### src/rtl/keypad_scanner.sv
// 4x4 matrix keypad scanner: column sequencer, row synchroniser, ghost rejection
// and a debounce FSM that presents a stable key code for the MMIO read port.
module keypad_scanner #(
    parameter int SCAN_DIV = 50000,
    parameter int DEBOUNCE = 4
) (
    input  logic       clkb,
    input  logic       rst,
    input  logic [3:0] rows,
    output logic [3:0] cols,
    output logic [4:0] kb_idx,
    output logic       key_pulse
);
    localparam int DIV_W = (SCAN_DIV > 1) ? $clog2(SCAN_DIV) : 1;

    typedef enum logic [1:0] {IDLE, PRESS, HELD, RELEASE} state_t;

    // Key code for flat index r*4+c
    function automatic logic [3:0] key_code(input int idx);
        logic [3:0] code;
        case (idx)
            0: code = 4'd1;   1: code = 4'd2;   2: code = 4'd3;   3: code = 4'd10;
            4: code = 4'd4;   5: code = 4'd5;   6: code = 4'd6;   7: code = 4'd11;
            8: code = 4'd7;   9: code = 4'd8;  10: code = 4'd9;  11: code = 4'd12;
            12: code = 4'd14; 13: code = 4'd0; 14: code = 4'd15; default: code = 4'd13;
        endcase
        return code;
    endfunction

    logic [3:0]       rows_meta_reg;
    logic [3:0]       rows_sync_reg;
    logic [DIV_W-1:0] div_reg;
    logic [1:0]       col_reg;
    logic [3:0]       cols_reg;
    logic             eval_reg;
    logic [3:0]       hit_reg [4];
    logic             sample;

    logic [15:0]      hit_flat;
    logic [3:0]       code_tbl [16];
    logic [4:0]       hit_count;
    logic [3:0]       scan_code;
    logic             scan_single;

    state_t           state_reg, state_next;
    logic [3:0]       cnt_reg, cnt_next;
    logic [3:0]       cand_reg, cand_next;
    logic [4:0]       kb_idx_reg, kb_idx_next;
    logic             key_pulse_reg, key_pulse_next;

    // Raw rows are only ever seen by the first synchroniser flop.
    always_ff @(posedge clkb) begin
        if (rst) begin
            rows_meta_reg <= 4'hf;
            rows_sync_reg <= 4'hf;
        end else begin
            rows_meta_reg <= rows;
            rows_sync_reg <= rows_meta_reg;
        end
    end

    assign sample = (div_reg == DIV_W'(SCAN_DIV - 1));

    always_ff @(posedge clkb) begin
        if (rst) begin
            div_reg  <= '0;
            col_reg  <= 2'd0;
            cols_reg <= 4'b1110;
            eval_reg <= 1'b0;
        end else begin
            eval_reg <= sample && (col_reg == 2'd3);
            if (sample) begin
                div_reg  <= '0;
                col_reg  <= col_reg + 2'd1;
                cols_reg <= ~(4'b0001 << (col_reg + 2'd1));
            end else begin
                div_reg <= div_reg + DIV_W'(1);
            end
        end
    end

    always_ff @(posedge clkb) begin
        if (rst) begin
            for (int c = 0; c < 4; c++) hit_reg[c] <= 4'h0;
        end else if (sample) begin
            hit_reg[col_reg] <= ~rows_sync_reg;
        end
    end

    genvar gi;
    generate
        for (gi = 0; gi < 16; gi++) begin : g_flat
            assign hit_flat[gi] = hit_reg[gi % 4][gi / 4];
            assign code_tbl[gi] = key_code(gi);
        end
    endgenerate

    always_comb begin
        hit_count = 5'd0;
        scan_code = 4'd0;
        for (int i = 0; i < 16; i++) begin
            if (hit_flat[i]) begin
                hit_count = hit_count + 5'd1;
                scan_code = code_tbl[i];
            end
        end
    end

    // Ghosted (multi-key) scans fall through as "no key".
    assign scan_single = (hit_count == 5'd1);

    always_ff @(posedge clkb) begin
        if (rst) begin
            state_reg     <= IDLE;
            cnt_reg       <= 4'd0;
            cand_reg      <= 4'd0;
            kb_idx_reg    <= 5'd0;
            key_pulse_reg <= 1'b0;
        end else begin
            state_reg     <= state_next;
            cnt_reg       <= cnt_next;
            cand_reg      <= cand_next;
            kb_idx_reg    <= kb_idx_next;
            key_pulse_reg <= key_pulse_next;
        end
    end

    always_comb begin
        state_next     = state_reg;
        cnt_next       = cnt_reg;
        cand_next      = cand_reg;
        kb_idx_next    = kb_idx_reg;
        key_pulse_next = 1'b0;
        if (eval_reg) begin
            case (state_reg)
                IDLE: begin
                    if (scan_single) begin
                        cand_next = scan_code;
                        cnt_next  = 4'd1;
                        if (DEBOUNCE == 1) begin
                            state_next     = HELD;
                            kb_idx_next    = {1'b1, scan_code};
                            key_pulse_next = 1'b1;
                        end else begin
                            state_next = PRESS;
                        end
                    end
                end
                PRESS: begin
                    if (scan_single && scan_code == cand_reg) begin
                        cnt_next = cnt_reg + 4'd1;
                        if (cnt_reg + 4'd1 == 4'(DEBOUNCE)) begin
                            state_next     = HELD;
                            kb_idx_next    = {1'b1, cand_reg};
                            key_pulse_next = 1'b1;
                        end
                    end else if (scan_single) begin
                        cand_next = scan_code;
                        cnt_next  = 4'd1;
                    end else begin
                        state_next = IDLE;
                        cnt_next   = 4'd0;
                    end
                end
                HELD: begin
                    if (scan_single && scan_code == cand_reg) begin
                        cnt_next = 4'd0;
                    end else if (DEBOUNCE == 1) begin
                        state_next  = IDLE;
                        cnt_next    = 4'd0;
                        kb_idx_next = {1'b0, kb_idx_reg[3:0]};
                    end else begin
                        state_next = RELEASE;
                        cnt_next   = 4'd1;
                    end
                end
                default: begin
                    // A returning held key re-enters HELD silently, with no new strobe.
                    if (scan_single && scan_code == cand_reg) begin
                        state_next = HELD;
                        cnt_next   = 4'd0;
                    end else begin
                        cnt_next = cnt_reg + 4'd1;
                        if (cnt_reg + 4'd1 == 4'(DEBOUNCE)) begin
                            state_next  = IDLE;
                            cnt_next    = 4'd0;
                            kb_idx_next = {1'b0, kb_idx_reg[3:0]};
                        end
                    end
                end
            endcase
        end
    end

    assign cols      = cols_reg;
    assign kb_idx    = kb_idx_reg;
    assign key_pulse = key_pulse_reg;
endmodule

### config.mk
export PLATFORM = sky130hd
export DESIGN_NAME = keypad_scanner
export DESIGN_NICKNAME = d
export VERILOG_FILES = /design/src/rtl/keypad_scanner.sv
export SDC_FILE = /design/constraint.sdc
export NUM_CORES = 1
export LEC_CHECK = 0
export ABC_AREA = 1
export CAP_MARGIN = 20
export CORE_AREA = 2 2 89 91
export CTS_CLUSTER_DIAMETER = 100
export DETAILED_ROUTE_END_ITERATION = 8
export DIE_AREA = 0 0 91 93
export PLACE_DENSITY = 0.79
export SETUP_SLACK_MARGIN = 0.2
export SLEW_MARGIN = 20
export SYNTH_ARGS = -nofsm -noshare
export SYNTH_HDL_FRONTEND = slang
export SYNTH_SLANG_ARGS = --single-unit
### constraint.sdc
create_clock -name clkb -period 10.15 [get_ports clkb]
set_clock_uncertainty 0.05 [all_clocks]
set_input_delay 2.03 -clock clkb [delete_from_list [all_inputs] [get_ports clkb]]
set_output_delay 2.03 -clock clkb [all_outputs]
set_load 0.03 [all_outputs]
==> out/metrics.yaml <==
sta:
  fin_ws_ps: 1090
  worstMarginPinSlew_ps: 803
  hold_viol: 0
  min_period_ps: 9060
  setup_violations: 0
  relSlewSlack_pct: 46.0
  tns_ps: 0
  fmaxAchievable_mhz: 110
  grt_setup_unrepaired: "false"
  slew_violations: 0
  fin_crit_sh_pct: 89.3
critical_path:
  cp-end-kind: "flip-flop"
  critPathMostFrequentCell: "nand2_1"
  r2r_cells: 58
  cpPeakStageDelay_ps: 390
  start_kind: "flip-flop"
  cp.required_ps: 10330
  path_class: "flip-flop to flip-flop"
  crit_slowest_cell: "edfxtp_1"
  r2r_slack_ps: 1090
  critPathArrivalTime_ps: 9240
  cp_max_fo: 7
floorplan:
  start_util_pct: 60.3
  die_area_um2: 8460
  die_x_um: 91
  ios: 16
  rows: 32
  coreArea_um2: 7530
  die_h_um: 93
yosys:
  yosysTopAreaCell: "dfxtp_1"
  synthSimpleGateAreaFrac_pct: 41.6
  yosysWarnings: 0
  synth-edff-count: 16
  synth_area_um2: 4540
  synth.area.top_cells: "dfxtp_1, nand2_1, edfxtp_1"
  ys_seq_elements: 63
  synth_fp_nets: 704
  yosys.area.top_type_share_pct: 20.7
  synth.distinct_cells: 37
  synthCells: 669
  synth-seq-area-share_pct: 31.3
  async_reset_ff_share_pct: 0
  synth_top_family_by_area: "simple AND/OR/NAND/NOR gates"
  synth-main-ff-cell: "dfxtp_1"
  synth_compound_area_share_pct: 7.53
  synthXorXnorAreaFrac_pct: 1.35
  synthAdderAreaFrac_pct: 8.00
  synthMuxAreaShare_pct: 0
  postSynthAreaPerCell_um2: 6.78
route:
  via_count: 4139
  drt_iter0_drc: 156
  avgViaCountPerCell: 5.18
  drc: 0
  wire_per_inst_um: 11.0
  first_pass_iters: 4
  finalWirelength_mm: 8.76
  antenna_left: 0
clocking:
  htree_num_levels: 3
  cts_resized: 0
  hold_buffers: 0
  post_cts_buffers: 0
  clk_path_buf_depth: 2
  cts_made_buffers: 9
  clkTransAtPathRegs_ps: 80
  clock_latency_ps: 350
  tritoncts: "yes"
  clock-sinks: 63
  cts_root_buffer: "clkbuf_8"
cells_and_area:
  antenna_cells: 0
  drive_gt1_share_pct: 14.2
  nNetsFinal: 727
  area_delta_synth_final_pct: 10.9
  final_common_cell: "nand2_1"
  layout_common_cells: "nand2_1, inv_1, nor2_1"
  nFillCells: 685
  final_cells: 799
power_and_ir_drop:
  power.density_nw_per_um2: 137
  vdd_ir_drop_max_uv: 105
  p_leak_nw: 2.48
grt:
  grt_max_degree: 18
  globalRouteOverflowTotal: 0
  grt_pass1_wl_mm: 15.7
  grt_pass1_vias: 3856
  antenna_found_initial: 0
  track_usage_pct: 21.9
hold_path:
  worstHoldPathType: "flip-flop to flip-flop"
  min_path_cells: 1
placed_design:
  portBuffers: 15
  pre_cts_slack_ps: 1130
  dp_hpwl_mm: 6.87
  dp.cells: 783
  gp_congestion: 0.898
status:
  status: "finished, final reports clean"
flow_run:
  cap_violations: 0
## Yosys cell counts, types with 2 or more instances
cell,instances
or2_2,11
ha_1,29
nand3_2,17
nor3b_1,4
nand3b_1,8
inv_2,9
xnor2_1,4
inv_1,110
nor2_4,2
nand3_1,50
o21ai_0,21
clkbuf_1,3
nor4_1,5
dfxtp_1,47
xor2_1,3
nand3_4,2
nand2_2,39
edfxtp_1,16
nor2_1,62
and3_1,2
nand2_1,161
nand4_1,6
a21oi_1,35
a311oi_1,2
nor3_1,9
## cell families (layout without fill, tap and decap cells)
group | Yosys count | after routing
xor+xnor | 7 | 7
compound gates | 64 | 64
flops | 63 | 63
simple gates | 383 | 383
buf+inv | 123 | 151
fa+ha+maj | 29 | 29
## metrics by stage
step | power (W) | utilization (%) | hold WS (ps) | instance area, um^2
after floorplan | 0.000420 | - | 339 | 4540
after global placement | 0.000442 | 63.8 | 343 | 4800
after detailed placement | 0.000449 | 63.8 | 343 | 4800
after CTS | 0.000696 | 66.9 | 357 | 5030
after global routing | 0.000735 | 66.9 | 373 | 5030
final | 0.000692 | 66.9 | 356 | 5030
## worst paths after layout
check	from	to
max	hit_reg[1][0]	kb_idx[4]
min	rows_meta_reg[1]	rows_sync_reg[1]
max reg2reg	hit_reg[1][0]	kb_idx[4]
min reg2reg	rows_meta_reg[1]	rows_sync_reg[1]
## worst max-delay path, delay by kind of cell (launching register included)
kind                     cells  cell delay [ps]
flip-flops                   1              390
adder cells (fa/ha/maj)     15             4020
buffers and inverters        9              680
AND/OR/NAND/NOR             31             3350
AO/OA/AOI/OAI                3              480
## per-layer routing
metal | GRT usage, % | vias to the layer above | share of wire [%]
li1 | - | 2171 | -
met1 | 25.8 | 1896 | 46
met2 | 41.0 | 57 | 51
met3 | 2.50 | 15 | 2.2
met4 | 7.83 | 0 | 1.6
met5 | 0 | - | 0
## final cells by class
type                    instances  area [um^2]  area share [%]
clock buffers                   9          124            2.46
clock inverters                 7          105            2.09
inverters                     120          452            8.98
multi-input cells             483         2650            52.7
flip-flops and latches         63         1420            28.2
well taps                     102          128            2.54
repair buffers                 15          150            2.98
## report_power, final
part	total, W	internal [W]	switching, W	leakage [nW]
clock network	0.000248	0.000141	0.000106	0.112
registers	0.000268	0.000262	0.00000604	0.538
logic	0.000176	0.0000627	0.000113	1.83
(Power assumes the default switching activity.)
